==> src/rtl/cdb_arbiter.sv <==
// -----------------------------------------------------------------------------
// cdb_arbiter
//
// Purpose:
//   Shares the single common data bus (CDB) between the result producers
//   (index 0 = ALU behind the RS, 1 = load/store buffer, 2 = branch unit).
//   Each producer owns a one-entry holding buffer.  A combinational arbiter
//   picks one buffered result per cycle and the pick is broadcast on a
//   registered CDB to the ROB and the RS/LSB wakeup logic.  The whole block
//   freezes while rdy_in is low and drops every buffered result on rob_clear.
//
// Build option:
//   CDB_FIXED_PRIO_EN  when defined, the round-robin pointer is removed and
//                      the lowest-index buffered source always wins
//                      (ALU > LSB > branch).  When undefined (default) the
//                      arbiter is round-robin and starvation-free.
//
// Ports:
//   clk_in      system clock
//   rst_in      asynchronous active-high reset
//   rdy_in      global ready; all state frozen while low
//   rob_clear   pipeline flush, effective only while rdy_in is high
//   src_valid   per-source result valid
//   src_value   source i value in bits [i*32 +: 32]
//   src_rob_id  source i ROB id in bits [i*ROB_SIZE_BIT +: ROB_SIZE_BIT]
//   src_ready   per-source accept (transfer on valid && ready at clk_in rise)
//   cdb_valid   registered broadcast valid (one-cycle pulse per broadcast)
//   cdb_value   registered broadcast value
//   cdb_rob_id  registered broadcast ROB id
//   cdb_src     registered index of the winning source
// -----------------------------------------------------------------------------
module cdb_arbiter #(
  parameter int NUM_SRC      = 3,
  parameter int ROB_SIZE_BIT = 4,
  localparam int SRC_W       = (NUM_SRC > 1) ? $clog2(NUM_SRC) : 1
) (
  input  logic                              clk_in,
  input  logic                              rst_in,
  input  logic                              rdy_in,
  input  logic                              rob_clear,
  input  logic [NUM_SRC-1:0]                src_valid,
  input  logic [NUM_SRC*32-1:0]             src_value,
  input  logic [NUM_SRC*ROB_SIZE_BIT-1:0]   src_rob_id,
  output logic [NUM_SRC-1:0]                src_ready,
  output logic                              cdb_valid,
  output logic [31:0]                       cdb_value,
  output logic [ROB_SIZE_BIT-1:0]           cdb_rob_id,
  output logic [SRC_W-1:0]                  cdb_src
);

  logic [NUM_SRC-1:0]      holdValid_q, holdValid_d;
  logic [31:0]             holdValue_q [NUM_SRC];
  logic [31:0]             holdValue_d [NUM_SRC];
  logic [ROB_SIZE_BIT-1:0] holdRob_q   [NUM_SRC];
  logic [ROB_SIZE_BIT-1:0] holdRob_d   [NUM_SRC];

  logic                    cdbValid_q, cdbValid_d;
  logic [31:0]             cdbValue_q, cdbValue_d;
  logic [ROB_SIZE_BIT-1:0] cdbRob_q,   cdbRob_d;
  logic [SRC_W-1:0]        cdbSrc_q,   cdbSrc_d;

  logic                    winFound;
  logic [SRC_W-1:0]        winIdx;
  logic [SRC_W:0]          scanSum;

`ifndef CDB_FIXED_PRIO_EN
  logic [SRC_W-1:0]        rrPtr_q, rrPtr_d;
`endif

  // Winner selection: walk the buffers starting at the round-robin pointer
  // (or at index 0 in the fixed-priority build) and take the first full one.
  // The scan index is one bit wider so the wrap can be done by a single
  // conditional subtract instead of a modulo.
  always_comb begin
    winFound = 1'b0;
    winIdx   = '0;
    scanSum  = '0;
    for (int off = 0; off < NUM_SRC; off++) begin
`ifdef CDB_FIXED_PRIO_EN
      scanSum = (SRC_W+1)'(off);
`else
      scanSum = {1'b0, rrPtr_q} + (SRC_W+1)'(off);
      if (scanSum >= (SRC_W+1)'(NUM_SRC)) begin
        scanSum = scanSum - (SRC_W+1)'(NUM_SRC);
      end
`endif
      if (!winFound && holdValid_q[scanSum[SRC_W-1:0]]) begin
        winFound = 1'b1;
        winIdx   = scanSum[SRC_W-1:0];
      end
    end
  end

  // A source may hand over a result when its buffer is empty, or when the
  // buffer is draining onto the CDB this very cycle (refill-on-drain).
  always_comb begin
    src_ready = '0;
    for (int i = 0; i < NUM_SRC; i++) begin
      src_ready[i] = rdy_in && !rob_clear &&
                     (!holdValid_q[i] || (winFound && (winIdx == SRC_W'(i))));
    end
  end

  // Next-state logic.  Nothing moves while rdy_in is low.  A flush empties
  // every buffer and silences the CDB but leaves the last broadcast data in
  // place.  Otherwise the winner drains onto the CDB and any accepted source
  // writes its buffer afterwards, so a refill overrides the drain.
  always_comb begin
    holdValid_d = holdValid_q;
    holdValue_d = holdValue_q;
    holdRob_d   = holdRob_q;
    cdbValid_d  = cdbValid_q;
    cdbValue_d  = cdbValue_q;
    cdbRob_d    = cdbRob_q;
    cdbSrc_d    = cdbSrc_q;
`ifndef CDB_FIXED_PRIO_EN
    rrPtr_d     = rrPtr_q;
`endif
    if (rdy_in && rob_clear) begin
      holdValid_d = '0;
      cdbValid_d  = 1'b0;
`ifndef CDB_FIXED_PRIO_EN
      rrPtr_d     = '0;
`endif
    end else if (rdy_in) begin
      if (winFound) begin
        cdbValid_d          = 1'b1;
        cdbValue_d          = holdValue_q[winIdx];
        cdbRob_d            = holdRob_q[winIdx];
        cdbSrc_d            = winIdx;
        holdValid_d[winIdx] = 1'b0;
`ifndef CDB_FIXED_PRIO_EN
        rrPtr_d = (winIdx == SRC_W'(NUM_SRC-1)) ? '0 : winIdx + 1'b1;
`endif
      end else begin
        cdbValid_d = 1'b0;
      end
      for (int i = 0; i < NUM_SRC; i++) begin
        if (src_valid[i] && src_ready[i]) begin
          holdValid_d[i] = 1'b1;
          holdValue_d[i] = src_value[i*32 +: 32];
          holdRob_d[i]   = src_rob_id[i*ROB_SIZE_BIT +: ROB_SIZE_BIT];
        end
      end
    end
  end

  // State registers.  Reset discards every buffered result and zeroes the
  // CDB; the buffer payloads are cleared too so nothing stale is ever visible.
  always_ff @(posedge clk_in or posedge rst_in) begin
    if (rst_in) begin
      holdValid_q <= '0;
      for (int i = 0; i < NUM_SRC; i++) begin
        holdValue_q[i] <= '0;
        holdRob_q[i]   <= '0;
      end
      cdbValid_q <= 1'b0;
      cdbValue_q <= '0;
      cdbRob_q   <= '0;
      cdbSrc_q   <= '0;
`ifndef CDB_FIXED_PRIO_EN
      rrPtr_q    <= '0;
`endif
    end else begin
      holdValid_q <= holdValid_d;
      holdValue_q <= holdValue_d;
      holdRob_q   <= holdRob_d;
      cdbValid_q  <= cdbValid_d;
      cdbValue_q  <= cdbValue_d;
      cdbRob_q    <= cdbRob_d;
      cdbSrc_q    <= cdbSrc_d;
`ifndef CDB_FIXED_PRIO_EN
      rrPtr_q     <= rrPtr_d;
`endif
    end
  end

  assign cdb_valid  = cdbValid_q;
  assign cdb_value  = cdbValue_q;
  assign cdb_rob_id = cdbRob_q;
  assign cdb_src    = cdbSrc_q;

endmodule
==> config.mk <==
export PLATFORM = sky130hd
export DESIGN_NAME = cdb_arbiter
export DESIGN_NICKNAME = d
export VERILOG_FILES = /design/src/rtl/cdb_arbiter.sv
export SDC_FILE = /design/constraint.sdc
export NUM_CORES = 1
export LEC_CHECK = 0
export CORE_ASPECT_RATIO = 2
export CORE_UTILIZATION = 52
export CTS_BUF_LIST = sky130_fd_sc_hd__clkbuf_8
export DETAILED_ROUTE_END_ITERATION = 7
export MAX_ROUTING_LAYER = met4
export PLACE_DENSITY_LB_ADDON = 0.15
export SLEW_MARGIN = 15
export SYNTH_ARGS = -nofsm -noshare
export SYNTH_HDL_FRONTEND = slang
export SYNTH_SLANG_ARGS = --single-unit
==> constraint.sdc <==
create_clock -name clk_in -period 5.3 [get_ports clk_in]
set_input_delay 0.53 -clock clk_in [delete_from_list [all_inputs] [get_ports clk_in]]
set_output_delay 0.53 -clock clk_in [all_outputs]
set_load 0.01 [all_outputs]
==> results of run 1 <==
==> cell families after synthesis <==
group / share of synthesized area [%]
flip-flops: 56.80
adder cells (fa/ha/maj): 0.7474
AO/OA/AOI/OAI: 8.408
multiplexers: 24.14
AND/OR/NAND/NOR: 6.614
buffers and inverters: 3.288
==> worst max-delay path: stages, from the launching register on <==
cell and delay (ns):
dfrtp_1 0.41, inv_1 0.09, ha_1 0.41, mux2i_1 0.20
o22ai_1 0.46, nor3_1 0.18, nor2_4 0.11, buf_4 0.40
nand3_2 0.13, o22ai_1 0.12, clkdlybuf4s50_1 0.56
==> metal layers <==
metal	vias up	routed length, um	track usage [%]
li1	2147	-	-
met3	24	675	4.370
met2	153	8959	45.38
met4	0	410	10.85
met5	-	0	-
met1	2396	6244	31.22
==> sequential cells by signal (all words and copies together), names as in the netlist <==
signal,count
cdb_src,2
rrPtr_q,2
holdRob_q,12
holdValue_q,96
cdb_value,32
holdValid_q,3
cdb_valid,1
cdb_rob_id,4
==> stage by stage <==
| step | setup WS [ns] | total power, mW | utilization [%] | hold WS, ns | area, um2 |
|---|---|---|---|---|---|
| 2_1_floorplan | 0.6769 | 3.606 | - | 0.4574 | 6696 |
| 3_3_place_gp | 1.821 | 4.368 | 66.48 | 0.4675 | 8347 |
| 3_5_place_dp | 1.677 | 4.473 | 66.64 | 0.4753 | 8367 |
| 4_1_cts | 1.229 | 5.321 | 69.66 | 0.4951 | 8746 |
| 5_1_grt | 0.9895 | 5.614 | 69.66 | 0.5271 | 8746 |
| 6_report | 1.258 | 5.281 | 69.66 | 0.4936 | 8746 |
==> power by group through the flow <==
stage | sequential, mW | clock, mW | combinational [mW]
finish | 2.07 | 0.841 | 2.36
global placement | 2.07 | 0 | 2.30
global route | 2.15 | 0.905 | 2.56
CTS | 2.08 | 0.862 | 2.38
floorplan | 2.03 | 0 | 1.57
detailed placement | 2.10 | 0 | 2.38
==> cells in the final DEF (no fill, tap or decap), types with 5 or more instances in the layout <==
cell type	synthesis	layout
buf_4	4	8
clkdlybuf4s50_1	0	156
inv_8	0	5
o21ai_0	18	18
mux2i_1	40	40
o211ai_1	27	27
dfrtp_1	152	152
a31oi_1	13	13
a21oi_1	5	5
inv_6	0	5
clkbuf_8	0	18
mux2_2	106	106
nand3_1	25	24
nand2_1	34	34
and2_1	12	12
inv_1	6	5
nand3b_1	5	5
==> final cells by class <==
| class | count | area, um2 | share of cell area, % |
|---|---|---|---|
| sequential | 152 | 3804 | 43.49 |
| multi-input combinational | 320 | 2706 | 30.94 |
| timing repair buffer | 165 | 1642 | 18.77 |
| clock buffer | 18 | 247.7 | 2.833 |
| tap | 150 | 187.7 | 2.146 |
| clock inverter | 14 | 131.4 | 1.502 |
| inverter | 6 | 27.53 | 0.3147 |
==> worst paths after layout <==
kind / startpoint / endpoint / slack, ns / cells past startpoint
setup reg to reg: rrPtr_q[1] / holdValue_q[70] / 1.64 / 9
min in group asynchronous: rst_in / holdValue_q[44] / 0.65 / 2
hold reg to reg: holdValue_q[67] / holdValue_q[67] / 0.49 / 1
hold / removal: holdValue_q[67] / holdValue_q[67] / 0.49 / 1
setup / recovery: rrPtr_q[0] / src_ready[0] / 1.26 / 10
max in group asynchronous: rst_in / holdValue_q[7] / 3.50 / 3
==> metrics.cfg, run 1 <==
[outcome]
outcome=finished, final reports clean

[routing]
via_count=4720
drc=0
drt_wl_total_um=16290
ant_nets=0
firstDrtPassIters=4
drtIter0Drc=240
wire_per_inst_um=19.74
vias_per_cell=5.721

[global_routing]
grt_pass1_vias=5065
track_usage_pct=26.92
grt_antenna_before_repair=0
overflow=0
grt_max_degree=109
grt_pass1_wl_um=25650

[layout]
fin_cells=825
drive_above_1_share_pct=23.26
fillers=925
area_growth_pct=30.61
nets=781
n_antenna_cell=0

[floorplan]
rows=58
io_pins=157
fp.coreArea_um2=12550
die_area_um2=13360
die_y_um=162.5
die_w_um=82.24
initial_core_util_pct=53.34

[clock_network]
cts_sinks=152
worstSkewPairLatency_ns=0.44
clk_pin_slew_ns=0.09
post_cts_resize_count=0
post_cts_buffers=0
tritoncts=done
cts_buffers=17
clk_path_buf_depth=2
clock_tree.root_cell=clkbuf_8
htree_levels=4
cts_hold_buf=0

[logic_synthesis]
synthesis.nets=631
ys.flop_type=dfrtp_1
ys_top_cells_by_area=dfrtp_1, mux2_2, mux2i_1, o211ai_1, nand2_1
synth_top_area_share_pct=56.80
synth_commonest_cells=dfrtp_1, mux2_2, mux2i_1
synthArstFlopShare_pct=100.0
yosysTopAreaCell=dfrtp_1
syn_area_per_cell_um2=13.08
syn-cell-area_um2=6696
synth_enable_flop_cells=0
ys_types=38
yosysWarnings=0
synth_most_common_cell=dfrtp_1
seq_area_frac_synth_pct=56.80
syn_inst=512
ys_seq_elements=152

[pwr]
p_int_mw=3.281
ir_worst_vdd_mv=0.7466
p_sw_mw=2.000
p_leak_nw=3.621
switching_share_pct=37.87
pwr-share-seq_pct=39.3
p_comb_share_pct=44.8
p_per_area_nw_per_um2=603.8
clkPwrFrac_pct=15.9

[placed_design]
port_buffers=156
dpl.hpwl_um=11250
routabilityCongestion=0.7804
dpl.cell_count=793

[sta]
setup_tns_ns=0
final_hold_viol_count=0
setup_violations=0
period_needed_ns=4.042
fin_crit_sh_pct=76.27
worst_pin_slew_ns=1.138
slew_violations=0
slew_headroom_pct=24.11
max_freq_mhz=247.4
fin_worst_skew_ns=0.01610
rsz0062_at_grt=false

[setup_path]
critPathKind=flop to output pin
worstPathMaxFanout=38
critPathRequiredTime_ns=4.77
cp-start-kind=flop
crit_arrival_ns=3.51
end_kind=output pin

[min_path]
hold_path_class=flop to flop

[job]
drv_cap=0

Note: power is estimated with default switching activity, not from simulation.
==> inputs of run 2 (changes only) <==
--- a/config.mk
+++ b/config.mk
@@ -6,7 +6,7 @@
 export NUM_CORES = 1
 export LEC_CHECK = 0
 export CORE_ASPECT_RATIO = 2
-export CORE_UTILIZATION = 52
+export CORE_UTILIZATION = 47
 export CTS_BUF_LIST = sky130_fd_sc_hd__clkbuf_8
 export DETAILED_ROUTE_END_ITERATION = 7
 export MAX_ROUTING_LAYER = met4
==> constraint.sdc (replaced) <==
create_clock -name clk_in -period 3.3 [get_ports clk_in]
set_input_delay 0.33 -clock clk_in [delete_from_list [all_inputs] [get_ports clk_in]]
set_output_delay 0.33 -clock clk_in [all_outputs]
set_load 0.01 [all_outputs]
==> run 2 against run 1 <==
Effect of this change: clock-buffer cell count is the same; non-clock buffer count increased by 11; critical path type unchanged; die area is 10% higher; utilization is 4.6 points lower; critical path depth down 3; sequential power is 61% higher; first-iteration DRC count up 22%; largest power group unchanged; worst hold slack got worse by 0.21 ns; largest cell class unchanged; cell count is 6.1% higher.
==> metrics.cfg, run 2 (synthesized netlist as in run 1, its figures left out) <==
[floorplan]
fp.coreArea_um2=13890
die_area_um2=14760
die_w_um=86.40
io_pins=157
initial_core_util_pct=48.21
rows=61
die_y_um=170.8

[routing]
wire_per_inst_um=19.72
drtIter0Drc=292
via_count=4822
ant_nets=0
drt_wl_total_um=17260
vias_per_cell=5.511
drc=0
firstDrtPassIters=4

[setup_path]
crit_family=simple AND/OR/NAND/NOR gates
critPathKind=flop to output pin
crit_arrival_ns=2.85
cp_slowest_stage_delay_ns=0.58
critPathRequiredTime_ns=2.97
cp-start-kind=flop
worstPathMaxFanout=6
path_cells=ha_4, mux2i_4, o22ai_2, or4b_1, o211ai_2, a21oi_1, dlygate4sd2_1
crit_slowest_cell=or4b_1
cp_num_buf_inv=1
reg2reg_slack_ns=0.41
end_kind=output pin

[sta]
fin_crit_sh_pct=96.45
slew_violations=0
max_freq_mhz=314.2
holdWs_ns=0.2801
finalWorstSetupSlack_ns=0.1173
setup_violations=0
slew_headroom_pct=51.03
period_needed_ns=3.183
rsz0062_at_grt=false
worst_pin_slew_ns=0.7345
final_hold_viol_count=0
fin_worst_skew_ns=0.01029
setup_tns_ns=0

[placed_design]
routabilityCongestion=1.001
dpl.hpwl_um=11300
dpl_worst_slack_ns=0.1423
port_buffers=156
dpl.cell_count=836

[layout]
area_growth_pct=34.87
largest_reg_flops=96
n_antenna_cell=0
nets=792
top_register=holdValue_q
final_common_cell=clkdlybuf4s50_1
layout_common_cells=clkdlybuf4s50_1, dfrtp_1, mux2_2
fillers=1110
fin_cells=875
drive_above_1_share_pct=26.09

[global_routing]
track_usage_pct=25.32
grt_antenna_before_repair=0
grt_max_degree=67
grt_pass1_vias=5266
grt_pass1_wl_um=27080
overflow=0

[pwr]
p_per_area_nw_per_um2=976.8
p_leak_nw=3.724
ir_worst_vdd_mv=0.5143
total_power_mw=8.822

[min_path]
hold_path_class=input pin to asynchronous set/reset pin

[clock_network]
htree_levels=4
cts_buffers=17
clk_path_buf_depth=2
worstSkewPairLatency_ns=0.44
cts_sinks=152
clk_pin_slew_ns=0.09
tritoncts=done
clock_tree.root_cell=clkbuf_8
cts_hold_buf=0

[job]
drv_cap=0

[outcome]
outcome=finished, final reports clean

-- run 2: cell count changes in the layout (fill, tap and decap cells not counted), moves of 3 or more --
cell,delta
inv_8,-3
buf_4,+6
clkdlybuf4s50_1,-3
buf_12,+5
mux2i_4,+3
mux2i_1,-3
clkinvlp_4,+4
-- run 2: final cells by class --
class	instances	area, um2	area share (%)
well taps	189	236.5	2.618
clock buffers	18	247.7	2.743
inverters	6	26.28	0.2909
repair buffers	176	1790	19.83
multi-input cells	320	2785	30.84
clock inverters	14	140.1	1.552
flip-flops and latches	152	3805	42.13
-- run 2: worst register-to-register path: stages (launching register included) --
cell and delay [ns]:
dfrtp_2 0.45, ha_4 0.32, mux2i_4 0.30, o22a_1 0.25
a31oi_1 0.20, nor2_4 0.13, buf_4 0.61, mux2i_1 0.37
o211ai_1 0.12
-- run 2: routing by layer --
layer / routed length, um / GRT usage (%)
met3: 766 / 5.113
met4: 441 / 9.710
met5: 0 / -
met1: 6331 / 27.01
met2: 9718 / 45.41
-- run 2: worst paths after layout --
check                                    from               to  cells after the start
worst min-delay path                   rst_in  holdValue_q[94]                      2
max in group asynchronous              rst_in  holdValue_q[17]                      3
min in group clk_in             src_value[13]  holdValue_q[77]                      2
worst min register to register     cdb_src[1]       cdb_src[1]                      1
worst max register to register     rrPtr_q[1]     cdb_value[1]                      8
worst max-delay path               rrPtr_q[1]     src_ready[1]                      7
-- run 2: metrics by stage --
stage	utilization (%)	cell area (um2)
5_1_grt	65.02	9031
2_1_floorplan	-	6700
3_3_place_gp	61.26	8509
4_1_cts	64.66	8982
6_report	65.02	9031
3_5_place_dp	61.26	8509
-- run 2: timing repair --
| item | 4_1_cts | 5_1_grt |
|---|---|---|
| gates resized for setup | 14 | 6 |
| pin swaps | 1 | 3 |
| hold endpoints to repair | 0 | 0 |
| buffers inserted | 3 | 4 |
| endpoints found under the setup margin | 3 | 3 |
-- run 2: power by group --
group / total [mW] / switching, mW / internal (mW)
clock: 1.40 / 0.763 / 0.636
combinational: 4.09 / 2.02 / 2.07
sequential: 3.33 / 0.541 / 2.79
